**src/rtl/ast_pkt_demux_pkg.sv**
```systemverilog
// Shared types and default parameters for the Avalon-ST packet demultiplexer.
//   DEF_*            default widths/counts used by ast_pkt_demux parameters
//   demux_state_t    packet-routing FSM state encoding
//   dir_sel_width()  width of a direction index for a given direction count
package usr_types_and_params;

  localparam int DEF_DATA_WIDTH    = 64;
  localparam int DEF_CHANNEL_WIDTH = 10;
  localparam int DEF_TX_DIR        = 4;
  localparam int DEF_STAT_WIDTH    = 16;
  localparam int DEF_EMPTY_WIDTH   = $clog2(DEF_DATA_WIDTH / 8);
  localparam int DEF_DIR_SEL_WIDTH = (DEF_TX_DIR == 1) ? 1 : $clog2(DEF_TX_DIR);

  typedef enum logic [1:0] {
    ST_IDLE  = 2'd0,
    ST_ROUTE = 2'd1,
    ST_DROP  = 2'd2
  } demux_state_t;

  // A single direction still needs a 1-bit select so ports never go zero-width.
  function automatic int dir_sel_width(input int tx_dir);
    return (tx_dir == 1) ? 1 : $clog2(tx_dir);
  endfunction

endpackage

```
**src/rtl/ast_pkt_demux_out_reg.sv**
```systemverilog
// One output register stage of the packet demultiplexer (one per direction).
// Optional packet counter enabled by macro AST_PKT_DEMUX_STAT_EN.
//   clk, srst         clock, synchronous active-high reset
//   load              capture the input beat this cycle (caller checked free)
//   data..channel     input beat fields
//   ready             downstream backpressure for this direction
//   free              stage can take a beat this cycle (empty or draining)
//   valid_q..channel_q registered output beat
//   pkt_cnt           completed-packet count (saturating), 0 when disabled
module ast_pkt_demux_out_reg #(
  parameter int DATA_WIDTH    = 64,
  parameter int CHANNEL_WIDTH = 10,
  parameter int EMPTY_WIDTH   = 3,
  parameter int STAT_WIDTH    = 16
) (
  input  logic                     clk,
  input  logic                     srst,
  input  logic                     load,
  input  logic [DATA_WIDTH-1:0]    data,
  input  logic                     sop,
  input  logic                     eop,
  input  logic [EMPTY_WIDTH-1:0]   empty,
  input  logic [CHANNEL_WIDTH-1:0] channel,
  input  logic                     ready,
  output logic                     free,
  output logic                     valid_q,
  output logic [DATA_WIDTH-1:0]    data_q,
  output logic                     sop_q,
  output logic                     eop_q,
  output logic [EMPTY_WIDTH-1:0]   empty_q,
  output logic [CHANNEL_WIDTH-1:0] channel_q,
  output logic [STAT_WIDTH-1:0]    pkt_cnt
);

  // Draining and refilling in the same cycle keeps full throughput.
  assign free = !valid_q || ready;

  // NOTE: sequential state uses non-blocking assignments so every flop
  // samples pre-edge values regardless of block evaluation order.
  always_ff @(posedge clk) begin
    if (srst) begin
      valid_q <= 1'b0;
    end else if (load) begin
      valid_q <= 1'b1;
    end else if (ready) begin
      valid_q <= 1'b0;
    end
  end

  // NOTE: payload registers carry no reset; valid_q alone qualifies them,
  // which keeps the wide datapath free of reset fan-out.
  always_ff @(posedge clk) begin
    if (load) begin
      data_q    <= data;
      sop_q     <= sop;
      eop_q     <= eop;
      empty_q   <= eop ? empty : '0;
      channel_q <= channel;
    end
  end

`ifdef AST_PKT_DEMUX_STAT_EN
  always_ff @(posedge clk) begin
    if (srst) begin
      pkt_cnt <= '0;
    end else if (valid_q && ready && eop_q && !(&pkt_cnt)) begin
      pkt_cnt <= pkt_cnt + 1'b1;
    end
  end
`else
  assign pkt_cnt = '0;
`endif

endmodule

```
**src/rtl/ast_pkt_demux.sv**
```systemverilog
// Avalon-ST packet demultiplexer: routes each packet to the direction given
// by dir_i on its SOP beat; packets with an out-of-range direction and
// stray beats outside a packet are consumed and dropped.
// Optional per-direction packet counters: macro AST_PKT_DEMUX_STAT_EN.
//   clk_i, srst_i          clock, synchronous active-high reset
//   ast_*_i, dir_i         input stream and SOP-time destination
//   ast_ready_o            input backpressure
//   ast_*_o, ast_ready_i   TX_DIR output streams with own backpressure
//   pkt_cnt_o              completed packets per direction
module ast_pkt_demux
  import usr_types_and_params::*;
#(
  parameter  int DATA_WIDTH    = DEF_DATA_WIDTH,
  parameter  int CHANNEL_WIDTH = DEF_CHANNEL_WIDTH,
  parameter  int TX_DIR        = DEF_TX_DIR,
  parameter  int STAT_WIDTH    = DEF_STAT_WIDTH,
  localparam int EMPTY_WIDTH   = $clog2(DATA_WIDTH / 8),
  localparam int DIR_SEL_WIDTH = dir_sel_width(TX_DIR)
) (
  input  logic                                  clk_i,
  input  logic                                  srst_i,
  input  logic [DATA_WIDTH-1:0]                 ast_data_i,
  input  logic                                  ast_startofpacket_i,
  input  logic                                  ast_endofpacket_i,
  input  logic                                  ast_valid_i,
  input  logic [EMPTY_WIDTH-1:0]                ast_empty_i,
  input  logic [CHANNEL_WIDTH-1:0]              ast_channel_i,
  input  logic [DIR_SEL_WIDTH-1:0]              dir_i,
  output logic                                  ast_ready_o,
  output logic [TX_DIR-1:0][DATA_WIDTH-1:0]     ast_data_o,
  output logic [TX_DIR-1:0]                     ast_startofpacket_o,
  output logic [TX_DIR-1:0]                     ast_endofpacket_o,
  output logic [TX_DIR-1:0]                     ast_valid_o,
  output logic [TX_DIR-1:0][EMPTY_WIDTH-1:0]    ast_empty_o,
  output logic [TX_DIR-1:0][CHANNEL_WIDTH-1:0]  ast_channel_o,
  input  logic [TX_DIR-1:0]                     ast_ready_i,
  output logic [TX_DIR-1:0][STAT_WIDTH-1:0]     pkt_cnt_o
);

  demux_state_t             state, state_nxt;
  logic [DIR_SEL_WIDTH-1:0] sel;
  logic [DIR_SEL_WIDTH-1:0] tgt;
  logic                     dir_ok;
  logic                     fwd;
  logic                     accept;
  logic [TX_DIR-1:0]        free;
  logic [TX_DIR-1:0]        load;

  // One extra bit so TX_DIR itself is representable in the comparison.
  assign dir_ok = ({1'b0, dir_i} < (DIR_SEL_WIDTH + 1)'(TX_DIR));

  // State register; the destination is captured only on a routable SOP.
  always_ff @(posedge clk_i) begin
    if (srst_i) begin
      state <= ST_IDLE;
      sel   <= '0;
    end else begin
      state <= state_nxt;
      if (state == ST_IDLE && accept && ast_startofpacket_i && dir_ok) begin
        sel <= dir_i;
      end
    end
  end

  // Next state. A SOP+EOP beat is a whole packet, so IDLE is kept.
  always_comb begin
    // NOTE: default assignment first so no path leaves a variable unassigned
    // (which would infer a latch).
    state_nxt = state;
    case (state)
      ST_IDLE: begin
        if (accept && ast_startofpacket_i && !ast_endofpacket_i) begin
          state_nxt = dir_ok ? ST_ROUTE : ST_DROP;
        end
      end
      ST_ROUTE, ST_DROP: begin
        if (accept && ast_endofpacket_i) state_nxt = ST_IDLE;
      end
      default: state_nxt = ST_IDLE;
    endcase
  end

  // Outputs: ready follows the target stage; dropped beats never stall.
  always_comb begin
    tgt         = (state == ST_ROUTE) ? sel : dir_i;
    fwd         = 1'b0;
    ast_ready_o = 1'b0;
    case (state)
      ST_IDLE: begin
        fwd         = ast_startofpacket_i && dir_ok;
        ast_ready_o = dir_ok ? free[tgt] : 1'b1;
      end
      ST_ROUTE: begin
        fwd         = 1'b1;
        ast_ready_o = free[tgt];
      end
      ST_DROP: ast_ready_o = 1'b1;
      default: ;
    endcase
    if (srst_i) ast_ready_o = 1'b0;
    accept = ast_valid_i && ast_ready_o;
    for (int d = 0; d < TX_DIR; d++) begin
      load[d] = accept && fwd && (tgt == DIR_SEL_WIDTH'(d));
    end
  end

  for (genvar d = 0; d < TX_DIR; d++) begin : g_dir
    ast_pkt_demux_out_reg #(
      .DATA_WIDTH   (DATA_WIDTH),
      .CHANNEL_WIDTH(CHANNEL_WIDTH),
      .EMPTY_WIDTH  (EMPTY_WIDTH),
      .STAT_WIDTH   (STAT_WIDTH)
    ) u_out_reg (
      .clk      (clk_i),
      .srst     (srst_i),
      .load     (load[d]),
      .data     (ast_data_i),
      .sop      (ast_startofpacket_i),
      .eop      (ast_endofpacket_i),
      .empty    (ast_empty_i),
      .channel  (ast_channel_i),
      .ready    (ast_ready_i[d]),
      .free     (free[d]),
      .valid_q  (ast_valid_o[d]),
      .data_q   (ast_data_o[d]),
      .sop_q    (ast_startofpacket_o[d]),
      .eop_q    (ast_endofpacket_o[d]),
      .empty_q  (ast_empty_o[d]),
      .channel_q(ast_channel_o[d]),
      .pkt_cnt  (pkt_cnt_o[d])
    );
  end

endmodule

```
**config.mk**
```make
export PLATFORM = sky130hd
export DESIGN_NAME = ast_pkt_demux
export DESIGN_NICKNAME = d
export VERILOG_FILES = /design/src/rtl/ast_pkt_demux_pkg.sv /design/src/rtl/ast_pkt_demux_out_reg.sv /design/src/rtl/ast_pkt_demux.sv
export SDC_FILE = /design/constraint.sdc
export NUM_CORES = 1
export LEC_CHECK = 0
export CAP_MARGIN = 20
export CORE_AREA = 2 2 182 184
export CTS_CLUSTER_SIZE = 20
export DETAILED_ROUTE_END_ITERATION = 16
export DIE_AREA = 0 0 184 186
export PLACE_DENSITY = 0.74
export SLEW_MARGIN = 25
export SYNTH_ARGS = -nofsm -noshare
export SYNTH_HDL_FRONTEND = slang
export SYNTH_HIERARCHICAL = 1
export SYNTH_SLANG_ARGS = --single-unit
```
**constraint.sdc**
```tcl
create_clock -name clk_i -period 12 [get_ports clk_i]
set_clock_uncertainty 0.15 [all_clocks]
set_input_delay 1.2 -clock clk_i [delete_from_list [all_inputs] [get_ports clk_i]]
set_output_delay 1.2 -clock clk_i [all_outputs]
set_load 0.05 [all_outputs]
```
==> out/metrics.cfg, run 1 <==
[outcome]
status=completed

[sta]
slew_viol_final=0
layout_min_cycle_time_ps=4830
setup_viol=0
hold_viol=0
timing.fmax_mhz=207
relSlewSlack_pct=43.8
post-route-period-util_pct=40.3
worstMarginPinSlew_ps=843
final.setup.tns_ps=0
holdWs_ps=364
rsz0062_at_grt=false

[placement]
port-buffer-count=408
gp_congestion=0.811
dpl.hpwl_mm=18.5

[route]
ant_nets=0
wl_mm=26.4
vias_per_cell=4.25
drc=0
drt_iter0_drc=373
wl_per_cell_um=19.8
vias=5648
drtPass1Iterations=4

[grt]
grt_pass1_wl_mm=36.3
antenna_found_initial=0
grt_max_degree=81
grtUsageTotal_pct=14.4
gr-total-overflow=0
grt_pass1_vias=5515

[power_and_ir_drop]
p_comb_share_pct=7.5
clkPwrFrac_pct=40.5
peakVddDrop_mv=0.0812
seqPwrFrac_pct=52.0
p_per_area_nw_per_um2=152
switching_power_mw=0.546
leakage_nw=5.40
p_int_mw=1.88
switching_share_pct=22.5

[setup_path]
cp.arrival_ps=3480
rrSetupSlack_ps=8440
required_ps=10650
critical_path_class=in -> out
critPathMaxFanout=6
r2r_cells=6
r2r-start=state[0]
endpoint_kind=primary output
cp-start-kind=input port
reg2reg_to=g_dir[3].u_out_reg/data_q[46]

[cells_and_area]
post_route_cells_drive_above_1_share_pct=6.84
nets=985
diodes=0
layout_commonest_cell=clkdlybuf4s50_1
area_delta_synth_final_pct=51.5
final_cell_mix=clkdlybuf4s50_1, edfxtp_1, conb_1

[synthesis]
synth.distinct_cells=25
yosysSeqAreaShare_pct=91.3
yosys.area_share.simple_pct=2.30
synth_compound_area_share_pct=1.22
synth_top_family_by_area=buffers and inverters
synth.mux.area_fraction_pct=0.190
yosys_warnings=6
synth_fa_ha_area_share_pct=0
synthXorXnorAreaFrac_pct=0
synth_area_per_cell_um2=23.3
syn_inst=453
syn_area_um2=10600
ys_ff_latch=323

[clock_network]
cts_buffers=34
cts_hold_buf=0
cts-root-buf=clkbuf_16
clock_latency_ps=490
cts_tree=done
clock_sinks=323
cts_resized=0
path_clk_slew_ps=60
cts_buffer_depth=3
htree_levels=2
postCtsSetupBuffers=0

[run]
cap_violations=0

[hold_path]
min_delay_worst_endpoint=g_dir[3].u_out_reg/valid_q
hold_start=g_dir[3].u_out_reg/valid_q
hold_depth=2
hold_path.class=reg -> reg

[die]
start_util_pct=32.8
dieWidth_um=184
rows=66
core-area_um2=32200
num_io_pins=473
dieHeight_um=186
dieArea_um2=34200

-- synth_stat cells --
cell type	instances	area share (%)
o21ai_0	2	0.095
a2111oi_4	1	0.26
a32oi_1	1	0.083
inv_1	7	0.25
nand2_1	9	0.32
and2_1	14	0.83
conb_1	4	0.14
and4b_1	1	0.095
nand3_1	1	0.047
nor2_1	3	0.11
nor3_2	1	0.095
a21oi_2	4	0.33
nor3_1	2	0.095
nor4_1	1	0.059
buf_4	65	4.6
dfxtp_1	7	1.3
nand2b_4	4	0.52
nor3b_1	1	0.071
o221a_1	1	0.11
a31o_1	1	0.083
edfxtp_1	316	90
mux2i_1	2	0.19
o22ai_1	2	0.12
o21a_1	2	0.14
nand2b_1	1	0.059
-- cell type report --
type                       count  area (um2)
fill                        2630       16200
inverter                       7        26.3
sequential                   323        9630
clock inverter                17         160
clock buffer                  43         885
timing repair buffer         413        4130
tap                          408         510
multi-input combinational    118         651
-- per-stage QoR --
step | utilization [%] | worst slack, ps | total power [mW] | instance area [um2] | std cells
after floorplan | - | 1800 | 1.41 | 10800 | 513
after global placement | 46.4 | 7220 | 1.46 | 14900 | 1269
after detailed placement | 46.4 | 7180 | 1.47 | 14900 | 1269
after CTS | 49.6 | 7170 | 2.45 | 16000 | 1329
after global routing | 49.6 | 7070 | 2.50 | 16000 | 1329
final | 49.6 | 7170 | 2.42 | 16000 | 1329
-- worst max-delay path, cell delays in order --
cell	delay [ps]
clkdlybuf4s50_1	390
nand2b_4	150
and4b_1	180
a31o_1	220
a2111oi_4	540
nor2_1	80
clkdlybuf4s50_1	720
-- power by group through the flow --
stage | logic (mW) | clock network [mW] | registers (mW)
2_1_floorplan | 0.0763 | 0 | 1.33
3_3_place_gp | 0.180 | 0 | 1.28
3_5_place_dp | 0.182 | 0 | 1.28
4_1_cts | 0.183 | 1.00 | 1.26
5_1_grt | 0.189 | 1.05 | 1.26
6_report | 0.182 | 0.980 | 1.26
-- layer usage --
layer	GRT usage, %	vias to the layer above	routed length (um)
li1	-	2506	-
met1	16.3	2774	9640
met2	26.1	316	13900
met3	3.70	52	2060
met4	5.76	0	726
met5	0	-	0
-- worst max path at each step --
stage | cells past startpoint | from | endpoint
2_1_floorplan | 7 | ast_ready_i[1] | g_dir[1].u_out_reg/valid_q
3_3_place_gp | 7 | ast_ready_i[1] | ast_ready_o
3_5_place_dp | 7 | ast_ready_i[1] | ast_ready_o
4_1_cts | 7 | ast_ready_i[1] | ast_ready_o
5_1_grt | 7 | ast_ready_i[1] | ast_ready_o
6_report | 7 | ast_ready_i[1] | ast_ready_o
-- state kept, by name, summed over array words and instances, names as in the netlist --
signal	count
g_dir.u_out_reg/data_q	256
g_dir.u_out_reg/channel_q	40
g_dir.u_out_reg/empty_q	12
g_dir.u_out_reg/eop_q	4
g_dir.u_out_reg/sop_q	4
g_dir.u_out_reg/valid_q	4
sel	2
state	1
-- kinds of logic after synthesis --
family | count (synthesis)
and+or+nand+nor | 38
DFF | 323
other | 4
AOI/OAI and AO/OA | 14
muxes | 2
buffers and inverters | 72
Note: power is estimated with default switching activity, not from simulation.
==> inputs of run 2 (changes only) <==
- CORE_AREA: 2 2 182 184 -> 2 2 183 185
- DIE_AREA: 0 0 184 186 -> 0 0 185 187
- PLACE_DENSITY: 0.74 -> 0.76
- clock period: 12 -> 4.3 ns (I/O delays scaled with it)
==> run 2 against run 1 <==
Core utilization down 0.42 points; first-iteration DRC count up 4.8%; design area up 1.2%; largest cell class unchanged; largest power group unchanged; highest routed layer is now met5.
==> out/metrics.cfg, run 2 (synthesis gave the netlist of run 1 again) <==
[setup_path]
max_stage_delay_ps=720  ; about the same
cp-start-kind=register  ; was input port
critical_path_class=reg -> out  ; was in -> out
cp_cell_sequence=nand2b_1, o22ai_1, a2111oi_4, nor2_1, clkdlybuf4s50_1  ; was clkdlybuf4s50_1, nand2b_4, and4b_1, a31o_1, a2111oi_4, nor2_1, clkdlybuf4s50_1
critPathMaxFanout=11  ; was 6
required_ps=3720  ; was 10650 ps
endpoint_kind=primary output  ; unchanged
cp_slowest_cell=clkdlybuf4s50_1  ; unchanged
cp.arrival_ps=2780  ; was 3480 ps

[run]
cap_violations=0  ; unchanged

[die]
dieWidth_um=185  ; was 184 um
start_util_pct=32.1  ; was 32.8%
core-area_um2=32900  ; was 32200 um2
num_io_pins=473  ; unchanged
dieArea_um2=34600  ; was 34200 um2
dieHeight_um=187  ; was 186 um
rows=67  ; was 66

[power_and_ir_drop]
seqPwrFrac_pct=51.1  ; was 52.0%
switching_power_mw=1.55  ; was 0.546 mW
peakVddDrop_mv=0.225  ; was 0.0812 mV
clkPwrFrac_pct=41.5  ; was 40.5%
p_comb_share_pct=7.4  ; was 7.5%
p_int_mw=5.34  ; was 1.88 mW
finalPower_mw=6.89  ; was 2.42 mW
leakage_nw=5.45  ; was 5.40 nW
switching_share_pct=22.4  ; was 22.5%
p_per_area_nw_per_um2=426  ; was 152 nW/um2

[cells_and_area]
final_util_pct=49.2  ; was 49.6%
multi_input_area_um2=659  ; was 651 um2
top_regs=g_dir.u_out_reg/data_q x256, g_dir.u_out_reg/channel_q x40, g_dir.u_out_reg/empty_q x12  ; unchanged
seqCellArea_um2=9630  ; unchanged
fillers=2711  ; was 2630
final_cell_mix=clkdlybuf4s50_1, edfxtp_1, conb_1  ; unchanged
post_route_cells_drive_above_1_share_pct=7.36  ; was 6.84%
regMostFlops=g_dir.u_out_reg/data_q  ; unchanged
layout_commonest_cell=clkdlybuf4s50_1  ; unchanged
fin_area_um2=16200  ; was 16000 um2
nets=988  ; was 985
area_delta_synth_final_pct=53.3  ; was 51.5%
largest_reg_flops=256  ; unchanged

[clock_network]
cts_hold_buf=0  ; unchanged
cts_resized=0  ; unchanged
postCtsSetupBuffers=0  ; unchanged
cts_tree=done  ; unchanged
htree_levels=2  ; unchanged
path_clk_slew_ps=60  ; about the same
cts_buffers=35  ; was 34
clock_latency_ps=490  ; about the same
cts_buffer_depth=3  ; unchanged
cts-root-buf=clkbuf_16  ; unchanged
clock_sinks=323  ; unchanged

[outcome]
status=completed  ; unchanged

[sta]
rsz0062_at_grt=false  ; unchanged
final.setup.tns_ps=0  ; unchanged
holdWs_ps=361  ; was 364 ps
worstMarginPinSlew_ps=603  ; was 843 ps
post-route-period-util_pct=78.1
slew_viol_final=0  ; unchanged
timing.fmax_mhz=298
setup_viol=0  ; unchanged
hold_viol=0  ; unchanged
layout_min_cycle_time_ps=3360
relSlewSlack_pct=59.7  ; was 43.8%

[route]
vias=5701  ; was 5648
ant_nets=0  ; unchanged
drc=0  ; unchanged
drtPass1Iterations=5  ; was 4
drt_iter0_drc=391  ; was 373
vias_per_cell=4.14  ; was 4.25
wl_per_cell_um=19.3  ; was 19.8 um
wl_mm=26.5  ; was 26.4 mm

[placement]
gp_congestion=0.817  ; was 0.811
dpl.hpwl_mm=18.6  ; was 18.5 mm
port-buffer-count=408  ; unchanged
dpl_cell_area_um2=15100  ; was 14900 um2

[grt]
grt_pass1_wl_mm=37.3  ; was 36.3 mm
grt_pass1_vias=5613  ; was 5515
antenna_found_initial=1  ; was 0
gr-total-overflow=0  ; unchanged
grtUsageTotal_pct=14.6  ; was 14.4%
grt_max_degree=81  ; unchanged

[hold_path]
hold_path.class=reg -> reg  ; unchanged

run 2: cell types whose count changed in the layout (fill, tap and decap cells not counted), sizes merged:
cell / previous run / this run
bufinv: 2 / 3
clkinv: 13 / 12
diode: 0 / 4
buf: 5 / 7
clkinvlp: 0 / 1
inv: 9 / 8
clkbuf: 43 / 44
run 2: layout make-up:
| cell class | instances | area share (%) |
|---|---|---|
| sequential | 323 | 59.5 |
| timing repair buffer | 415 | 25.9 |
| clock buffer | 44 | 5.62 |
| multi-input combinational | 118 | 4.08 |
| tap | 448 | 3.47 |
| clock inverter | 17 | 1.20 |
| inverter | 7 | 0.162 |
| antenna | 4 | 0.0619 |
run 2: layer usage:
layer	track usage [%]	routed length [um]	part of all wire (%)
met5	0	9	0.034
met4	5.71	861	3.2
met3	3.91	2330	8.8
met2	25.2	13100	49
met1	17.4	10300	39
run 2: final timing paths:
check / startpoint / end / slack, ps / depth (start not counted)
hold / removal: g_dir[3].u_out_reg/valid_q / g_dir[3].u_out_reg/valid_q / 360 / 2
setup / recovery: state[0] / ast_ready_o / 940 / 5
setup reg to reg: state[0] / g_dir[0].u_out_reg/data_q[26] / 1380 / 6
hold reg to reg: g_dir[3].u_out_reg/valid_q / g_dir[3].u_out_reg/valid_q / 360 / 2
run 2: power by group through the flow:
stage	clock network (mW)	registers, mW	logic (mW)
2_1_floorplan	0	3.71	0.215
3_3_place_gp	0	3.58	0.505
3_5_place_dp	0	3.58	0.512
4_1_cts	2.93	3.52	0.513
5_1_grt	3.06	3.52	0.528
6_report	2.86	3.52	0.510
run 2: worst max-delay path, delay by kind of cell, from the launching register on:
kind | cells | cell delay [ps]
simple gates | 2 | 280
buf+inv | 1 | 720
flops | 1 | 530
compound gates | 2 | 760
run 2: metrics by stage:
stage / setup slack [ps] / std cells
floorplan: 62.0 / 513
global placement: 1000 / 1311
detailed placement: 980 / 1311
CTS: 918 / 1372
global route: 800 / 1372
finish: 941 / 1376
